==> src/rtl/lsu_pkg.sv <==
// rtl/lsu_pkg.sv - shared size and FSM encodings for the load/store unit
//
// Purpose : func3-compatible access size codes, FSM state codes and the
//           request legality check shared by mem_stage_lsu and lsu_align.
// Ports   : none (package).
package lsu_pkg;

  typedef logic [2:0] lsu_size_t;
  typedef logic [1:0] lsu_state_t;

  // Access sizes, identical to the RISC-V load/store func3 field.
  localparam lsu_size_t SZ_B  = 3'b000;
  localparam lsu_size_t SZ_H  = 3'b001;
  localparam lsu_size_t SZ_W  = 3'b010;
  localparam lsu_size_t SZ_BU = 3'b100;
  localparam lsu_size_t SZ_HU = 3'b101;

  // Width part of the size code (func3[1:0]); used for store steering.
  localparam logic [1:0] WD_BYTE = 2'b00;
  localparam logic [1:0] WD_HALF = 2'b01;

  // FSM states.
  localparam lsu_state_t ST_IDLE = 2'd0;
  localparam lsu_state_t ST_REQ  = 2'd1;
  localparam lsu_state_t ST_RESP = 2'd2;

  // True for an illegal size code or an access not aligned to its width.
  function automatic logic req_is_error(input lsu_size_t size, input logic [1:0] off);
    logic err;
    case (size)
      SZ_B, SZ_BU: err = 1'b0;
      SZ_H, SZ_HU: err = off[0];
      SZ_W:        err = (off != 2'b00);
      default:     err = 1'b1;
    endcase
    return err;
  endfunction

endpackage

==> src/rtl/lsu_align.sv <==
// rtl/lsu_align.sv - store lane steering and load lane extraction
//
// Purpose : purely combinational data alignment for the LSU.
// Ports   : st_size/st_off/st_wdata -> st_be/st_data   store steering
//           ld_size/ld_off/ld_raw   -> ld_data         load extract + extend
module lsu_align
  import lsu_pkg::*;
(
  input  logic [1:0]  st_size,
  input  logic [1:0]  st_off,
  input  logic [31:0] st_wdata,
  output logic [3:0]  st_be,
  output logic [31:0] st_data,
  input  lsu_size_t   ld_size,
  input  logic [1:0]  ld_off,
  input  logic [31:0] ld_raw,
  output logic [31:0] ld_data
);

  logic [31:0] lane;

  // Store data is replicated across lanes so the byte enables alone pick
  // the destination bytes; no shifting of the data is needed.
  always_comb begin
    st_be   = 4'b1111;
    st_data = st_wdata;
    case (st_size)
      WD_BYTE: begin
        st_be   = 4'b0001 << st_off;
        st_data = {4{st_wdata[7:0]}};
      end
      WD_HALF: begin
        st_be   = 4'b0011 << st_off;
        st_data = {2{st_wdata[15:0]}};
      end
      default: begin
        st_be   = 4'b1111;
        st_data = st_wdata;
      end
    endcase
  end

  always_comb begin
    lane    = ld_raw >> {ld_off, 3'b000};
    ld_data = ld_raw;
    case (ld_size)
      SZ_B:    ld_data = {{24{lane[7]}}, lane[7:0]};
      SZ_H:    ld_data = {{16{lane[15]}}, lane[15:0]};
      SZ_BU:   ld_data = {24'h000000, lane[7:0]};
      SZ_HU:   ld_data = {16'h0000, lane[15:0]};
      default: ld_data = ld_raw;
    endcase
  end

endmodule

==> src/rtl/mem_stage_lsu.sv <==
// rtl/mem_stage_lsu.sv - memory-stage load/store unit with a 3-state FSM
//
// Purpose : accepts one load/store from execute, issues a word-aligned
//           memory request, returns aligned/extended load data.
// Ports   : req_*      execute-side request (valid/ready handshake)
//           mem_req_*, mem_addr, mem_be, mem_wdata   memory request
//           mem_resp_* memory load response
//           ld_valid/ld_data  load result pulse
//           misalign_err      rejected-request pulse
//           stall             high while a transaction is in flight
module mem_stage_lsu
  import lsu_pkg::*;
#(
  parameter int ADDR_W = 32,
  parameter int DATA_W = 32
) (
  input  logic              clk,
  input  logic              reset,
  input  logic              req_valid,
  output logic              req_ready,
  input  logic              req_we,
  input  logic [2:0]        req_size,
  input  logic [ADDR_W-1:0] req_addr,
  input  logic [DATA_W-1:0] req_wdata,
  output logic              mem_req_valid,
  input  logic              mem_req_ready,
  output logic [ADDR_W-1:0] mem_addr,
  output logic [3:0]        mem_be,
  output logic [DATA_W-1:0] mem_wdata,
  input  logic              mem_resp_valid,
  input  logic [DATA_W-1:0] mem_resp_data,
  output logic              ld_valid,
  output logic [DATA_W-1:0] ld_data,
  output logic              misalign_err,
  output logic              stall
);

  lsu_state_t        state;
  logic [ADDR_W-1:0] addr_q;
  logic              we_q;
  lsu_size_t         size_q;

  logic              accept;
  logic              req_err;
  logic [3:0]        st_be;
  logic [31:0]       st_data;
  logic [31:0]       ld_ext;

  assign req_ready     = (state == ST_IDLE);
  assign stall         = (state != ST_IDLE);
  assign mem_req_valid = (state == ST_REQ);
  assign mem_addr      = {addr_q[ADDR_W-1:2], 2'b00};
  assign accept        = req_valid && req_ready;
  assign req_err       = req_is_error(req_size, req_addr[1:0]);

  // Store steering works on the live request (captured at accept); load
  // extraction works on the registered address/size.
  lsu_align u_align (
    .st_size  (req_size[1:0]),
    .st_off   (req_addr[1:0]),
    .st_wdata (req_wdata),
    .st_be    (st_be),
    .st_data  (st_data),
    .ld_size  (size_q),
    .ld_off   (addr_q[1:0]),
    .ld_raw   (mem_resp_data),
    .ld_data  (ld_ext)
  );

  always_ff @(posedge clk or posedge reset) begin
    if (reset) begin
      state        <= ST_IDLE;
      addr_q       <= '0;
      we_q         <= 1'b0;
      size_q       <= SZ_B;
      mem_be       <= 4'b0000;
      mem_wdata    <= '0;
      ld_data      <= '0;
      ld_valid     <= 1'b0;
      misalign_err <= 1'b0;
    end else begin
      ld_valid     <= 1'b0;
      misalign_err <= 1'b0;
      case (state)
        ST_IDLE: begin
          if (accept) begin
            addr_q <= req_addr;
            we_q   <= req_we;
            size_q <= req_size;
            if (req_err) begin
              misalign_err <= 1'b1;
            end else begin
              state     <= ST_REQ;
              mem_be    <= req_we ? st_be : 4'b0000;
              mem_wdata <= req_we ? st_data : '0;
            end
          end
        end
        ST_REQ: begin
          // Responses arriving here (even in the handshake cycle) are ignored.
          if (mem_req_ready) begin
            state <= we_q ? ST_IDLE : ST_RESP;
          end
        end
        ST_RESP: begin
          if (mem_resp_valid) begin
            ld_data  <= ld_ext;
            ld_valid <= 1'b1;
            state    <= ST_IDLE;
          end
        end
        default: state <= ST_IDLE;
      endcase
    end
  end

endmodule

==> config.mk <==
export PLATFORM = sky130hd
export DESIGN_NAME = mem_stage_lsu
export DESIGN_NICKNAME = d
export VERILOG_FILES = /design/src/rtl/lsu_pkg.sv /design/src/rtl/lsu_align.sv /design/src/rtl/mem_stage_lsu.sv
export SDC_FILE = /design/constraint.sdc
export NUM_CORES = 1
export LEC_CHECK = 0
export CAP_MARGIN = 40
export CORE_MARGIN = 1.5
export CORE_UTILIZATION = 48
export CTS_CLUSTER_SIZE = 16
export DETAILED_ROUTE_END_ITERATION = 10
export PLACE_DENSITY = 0.87
export SYNTH_ARGS = -nofsm -noshare
export SYNTH_HDL_FRONTEND = slang
export SYNTH_SLANG_ARGS = --single-unit
==> constraint.sdc <==
create_clock -name clk -period 6.75 [get_ports clk]
set_clock_uncertainty 0.1 [all_clocks]
set_input_delay 2.025 -clock clk [delete_from_list [all_inputs] [get_ports clk]]
set_output_delay 2.025 -clock clk [all_outputs]
set_load 0.02 [all_outputs]
Word level (Yosys, flattened, before mapping):

Index checks and enable logic that the tools add are counted.

* bits in registers: 108
* latch bits: 0
* memory bits (writable): 0
* ROM bits: 0
* input port bits: 105
* output and inout bits: 105
* word-level logic and storage cells: 57
* memories: 0

* $add $sub $neg: 0
* multipliers: 0
* div/mod/pow operators: 0
* order comparisons: 0
* eq/ne operators: 14
* shifts and indexed selects: 3
* multiplexer cells: 17
* bitwise logic cells: 1
* reductions and logical operators: 13

Operators by type and width (number)
* one-hot mux 32 bit (4 select lines): 1
* one-hot mux 32 bit (2 select lines): 1
* 2-to-1 mux 32 bit: 1
* >> shifter 32 x 5 -> 16 bit: 1
* == test 3 bit, second input constant: 4
* 2-to-1 mux 2 bit: 5
* one-hot mux 4 bit (2 select lines): 1
* == test 3 x 1 -> 1 bit, second input constant: 2
* zero test 3 bit: 2
* one-hot mux 2 bit (3 select lines): 1
* 2-to-1 mux 1 bit: 5
* == test 2 x 1 -> 1 bit, second input constant: 2
* zero test 2 bit: 2
* 2-to-1 mux 4 bit: 1
* != test 2 x 1 -> 1 bit, second input constant: 2
* != test 2 bit, second input constant: 2
* AND reduction 2 bit: 2
* AND reduction 4 bit: 1
* nonzero test 2 bit: 2
* OR reduction 2 bit: 2
* left shift 1 x 2 -> 4 bit, first input constant: 1
* left shift 2 x 2 -> 4 bit, first input constant: 1
* == test 3 x 2 -> 1 bit, second input constant: 1
* one-hot mux 1 bit (3 select lines): 1
* other kinds (4): 4

Logic depth before layout (Yosys ltp):

* word-level depth: 6
* gate-level depth with buffers: 6
* depth with buffers taken out: 4

By module:

Synthesis repeated with hierarchy kept, for this count alone.

* cell total of the unflattened synthesis: 520
* area, all modules: 5778.0 µm²

By module, submodules not included
* mem_stage_lsu: times used 1, cells each 349, area an instance 4583.1 µm², sequential area each 2702.6 µm²
* lsu_align: times used 1, cells each 171, area an instance 1194.9 µm², sequential area each 0.0 µm²

Worst setup path before layout:

No wires, ideal clock.

* kind: in2reg
* start point: input req_size[0]
* end point: register mem_wdata[21]
* library setup time: 0.143 ns
* arrival: 3.066 ns
* data required time: 6.507 ns
* slack: 3.441 ns
* stages: 6
* path buffers: 2
* cells stage by stage: clkbuf_1 nor4_1 o21ai_1 clkbuf_1 nand2_1 o21ai_0

* word-level cells in the longest chain between the ends: 5
* elaborated cells between the ends (all ways): 14
* classes of those cells: 5 x eq/ne; 3 x mux; 1 x bitwise; 5 x reduce/logical

RTL lines
* from (decl): RTL line mem_stage_lsu.sv:22 `input logic [2:0] req_size,`
* == test 3 x 1 -> 1 bit (tied with other cells): RTL line lsu_pkg.sv:30 `case (size)`
* OR reduction 2 bit: RTL line lsu_pkg.sv:30
* one-hot mux 1 bit (3 select lines): RTL line lsu_pkg.sv:30
* NOT 1 bit (no source line)
* AND reduction 3 bit (no source line)
* to (signal assigned): RTL line mem_stage_lsu.sv:95 `mem_wdata <= req_we ? st_data : '0;`
* to (decl): RTL line mem_stage_lsu.sv:29 `output logic [DATA_W-1:0] mem_wdata,`

Parallel ways exist; a longest one is shown, timed or not.
A chain may end at the register's enable or synchronous reset.

Final worst setup path:

* start point: input req_size[0]
* end point: register mem_wdata[27]

The elaborated chain is that of the path after synthesis.

==> flow_summary.yaml <==
cts:
  htree_levels: 3
  ctsResizeCount: 0
  post_cts_buffers: 0
  cts_buffers: 9
  cts.sinks: 108
  hold_buffers: 0
  cts_max_path_buffers: 2
  cts_tree: "yes"
  clk-insertion-delay-late_ns: 0.37
  cts_root_buf: "clkbuf_8"
  clk_pin_slew_ns: 0.11
worst_setup_path:
  crit_path_end_kind: "flop"
  cp_max_fo: 46
  r2r-start: "state[0]$_DFFE_PP0P_"
  path_class: "in2reg"
  required_ns: 6.89
  slowest_stage: "clkdlybuf4s50_1"
  arrival_ns: 4.56
  cp-start-kind: "input pin"
  critPathLaunch: "req_size[0]"
  crit_path_cell_trace: "clkdlybuf4s50_1, a21oi_1, o21ai_4, buf_4, o21ai_0"
  slowest_delay_ns: 0.95
global_routing:
  grt_pass1_wl_mm: 21.9
  grt_antenna_before_repair: 0
  first_global_vias: 4498
  grt_usage: 0.240
  grt_max_degree: 70
  overflow: 0
power_and_ir_drop:
  p_leak_nw: 3.27
  power_mw: 2.53
  powerDensity_nw_per_um2: 337
  ir_worst_vdd_mv: 0.192
final_layout:
  area_growth_pct: 40.3
  ff_latch_area_um2: 2700
  final-instance-count-excl-fill: 840
  fillers: 778
  antennaDiodeCount: 0
  layout.nets: 800
  multi_input_area_um2: 2240
  drive_gt1_frac: 0.124
synth:
  yosysTopAreaCellShare: 0.504
  synth_area_um2: 5360
  yosysTopAreaCell: "dfrtp_1"
  ys_types: 35
  synth_warnings: 0
  seq_area_frac_synth: 0.504
  synth.avg_cell_area_um2: 10.0
  ys_ff_latch: 108
  ys_top_cells_by_area: "dfrtp_1 (50%), mux2_2 (12%), nand2_1 (7.6%), o21ai_0 (5.2%), mux2i_1 (4.5%)"
  postSynthCellCount: 536
timing:
  max_freq_mhz: 226
  rsz0062_at_grt: "no"
  maxSlewHeadroom: 0.376
  finalSetupViolations: 0
  drv_slew: 0
  period_share: 0.655
  tightest_slew_ns: 0.932
  hold_slack_ns: 0.393
  finalHoldViolCount: 0
  fin_ws_ns: 2.33
  min_period_ns: 4.42
  finalSetupTns_ns: 0
detailed_routing:
  drc: 0
  vias_per_cell: 5.39
  totalWireLength_mm: 14.1
  wl_per_cell_um: 16.8
  vias: 4524
  dr.pass1.iters: 5
  ant_nets: 0
  drtIter0Drc: 226
die:
  die_x_um: 109
  pin_count: 210
  core_area_um2: 10800
  start_util: 0.494
  die_area_um2: 11800
  die_h_um: 109
  num_rows: 38
place:
  place_congestion: 0.887
  dp_hpwl_mm: 10.5
  placed_cells: 824
  port_buffers: 207
  place_worst_setup_slack_ns: 1.96
worst_hold_path:
  hp-class: "reg2reg"
  hp-start: "ld_data[5]$_DFFE_PP0P_"
flow_run:
  cap_violations: 0
run_status:
  status: "finished, final reports clean"
-- flip-flops by register name (all words and copies together) (netlist names) --
name          cells
mem_be            4
size_q            3
we_q              1
addr_q           32
state             2
ld_data          32
ld_valid          1
mem_wdata        32
misalign_err      1
-- through the flow --
step | area (µm²) | util
after floorplan | 5360 | -
after global placement | 7280 | 0.671
after detailed placement | 7320 | 0.675
after CTS | 7520 | 0.693
after global routing | 7520 | 0.693
final | 7520 | 0.693
-- cell families (layout without fill, tap and decap cells) --
kind of cell / count (synthesis) / in the layout / share of synthesized area
AOI/OAI and AO/OA: 98 / 98 / 0.109
and+or+nand+nor: 172 / 172 / 0.141
other: 1 / 2 / 0.000700
DFF: 108 / 108 / 0.504
muxes: 80 / 80 / 0.165
buffers and inverters: 77 / 240 / 0.0813
-- routing by layer --
| metal | vias to the layer above | track usage | wire, µm |
|---|---|---|---|
| met3 | 20 | 0.0490 | 1070 |
| li1 | 2133 | - | - |
| met2 | 210 | 0.412 | 7000 |
| met5 | - | 0 | 0 |
| met1 | 2161 | 0.298 | 5820 |
| met4 | 0 | 0.0893 | 251 |
-- path summary, 6_finish.rpt --
kind	cells past startpoint	slack, ns	endpoint
hold reg to reg	2	0.39	ld_data[5]$_DFFE_PP0P_
hold / removal	2	0.39	ld_data[5]$_DFFE_PP0P_
max in group asynchronous	3	3.43	addr_q[5]$_DFFE_PP0P_
min in group asynchronous	2	2.09	ld_data[13]$_DFFE_PP0P_
setup reg to reg	5	4.51	ld_data[11]$_DFFE_PP0P_
setup / recovery	5	2.33	mem_wdata[27]$_DFFE_PP0P_
-- final cells by class --
| type | instances | area share |
|---|---|---|
| inverters | 8 | 0.00433 |
| flip-flops and latches | 108 | 0.360 |
| well taps | 140 | 0.0233 |
| repair buffers | 216 | 0.288 |
| multi-input cells | 352 | 0.298 |
| clock buffers | 12 | 0.0220 |
| clock inverters | 4 | 0.00433 |
-- Yosys cell counts --
cell,number
a211oi_1,1
a21oi_1,7
a221o_1,6
a221oi_1,1
a22oi_1,1
a2bb2oi_1,6
and3_1,6
buf_2,9
buf_4,32
buf_6,2
clkbuf_1,26
conb_1,1
dfrtp_1,108
inv_1,8
mux2_2,55
mux2i_1,24
mux4_2,1
nand2_1,109
nand2_4,1
nand2b_1,3
nand3_1,31
nand3_2,1
nand3b_1,2
nor2_1,9
nor2_2,1
nor2b_1,4
nor3_1,2
nor3b_1,2
nor4_1,1
o211ai_1,6
o21ai_0,56
o21ai_1,5
o21bai_1,1
o22ai_1,7
o32ai_1,1
-- worst max-delay path, delay by kind of cell --
kind,cells,cell delay (ns)
buffers and inverters,2,1.34
AO/OA/AOI/OAI,3,1.18
-- power by group --
part | internal, mW | switching [mW]
clock network | 0.166 | 0.220
logic | 0.585 | 0.572
registers | 0.847 | 0.141
-- layout by cell type, fill, tap and decap left out, types with 3 or more instances in the layout --
cell | Yosys | final
a21oi_1 | 7 | 7
a221o_1 | 6 | 6
a2bb2oi_1 | 6 | 6
and3_1 | 6 | 6
buf_4 | 32 | 7
clkbuf_8 | 0 | 12
clkdlybuf4s50_1 | 0 | 207
dfrtp_1 | 108 | 108
inv_1 | 8 | 7
mux2_2 | 55 | 55
mux2i_1 | 24 | 24
nand2_1 | 109 | 109
nand2b_1 | 3 | 3
nand3_1 | 31 | 31
nor2_1 | 9 | 9
nor2b_1 | 4 | 4
o211ai_1 | 6 | 6
o21ai_0 | 56 | 56
o21ai_1 | 5 | 4
o22ai_1 | 7 | 7
Power figures use the tool's default switching activity.
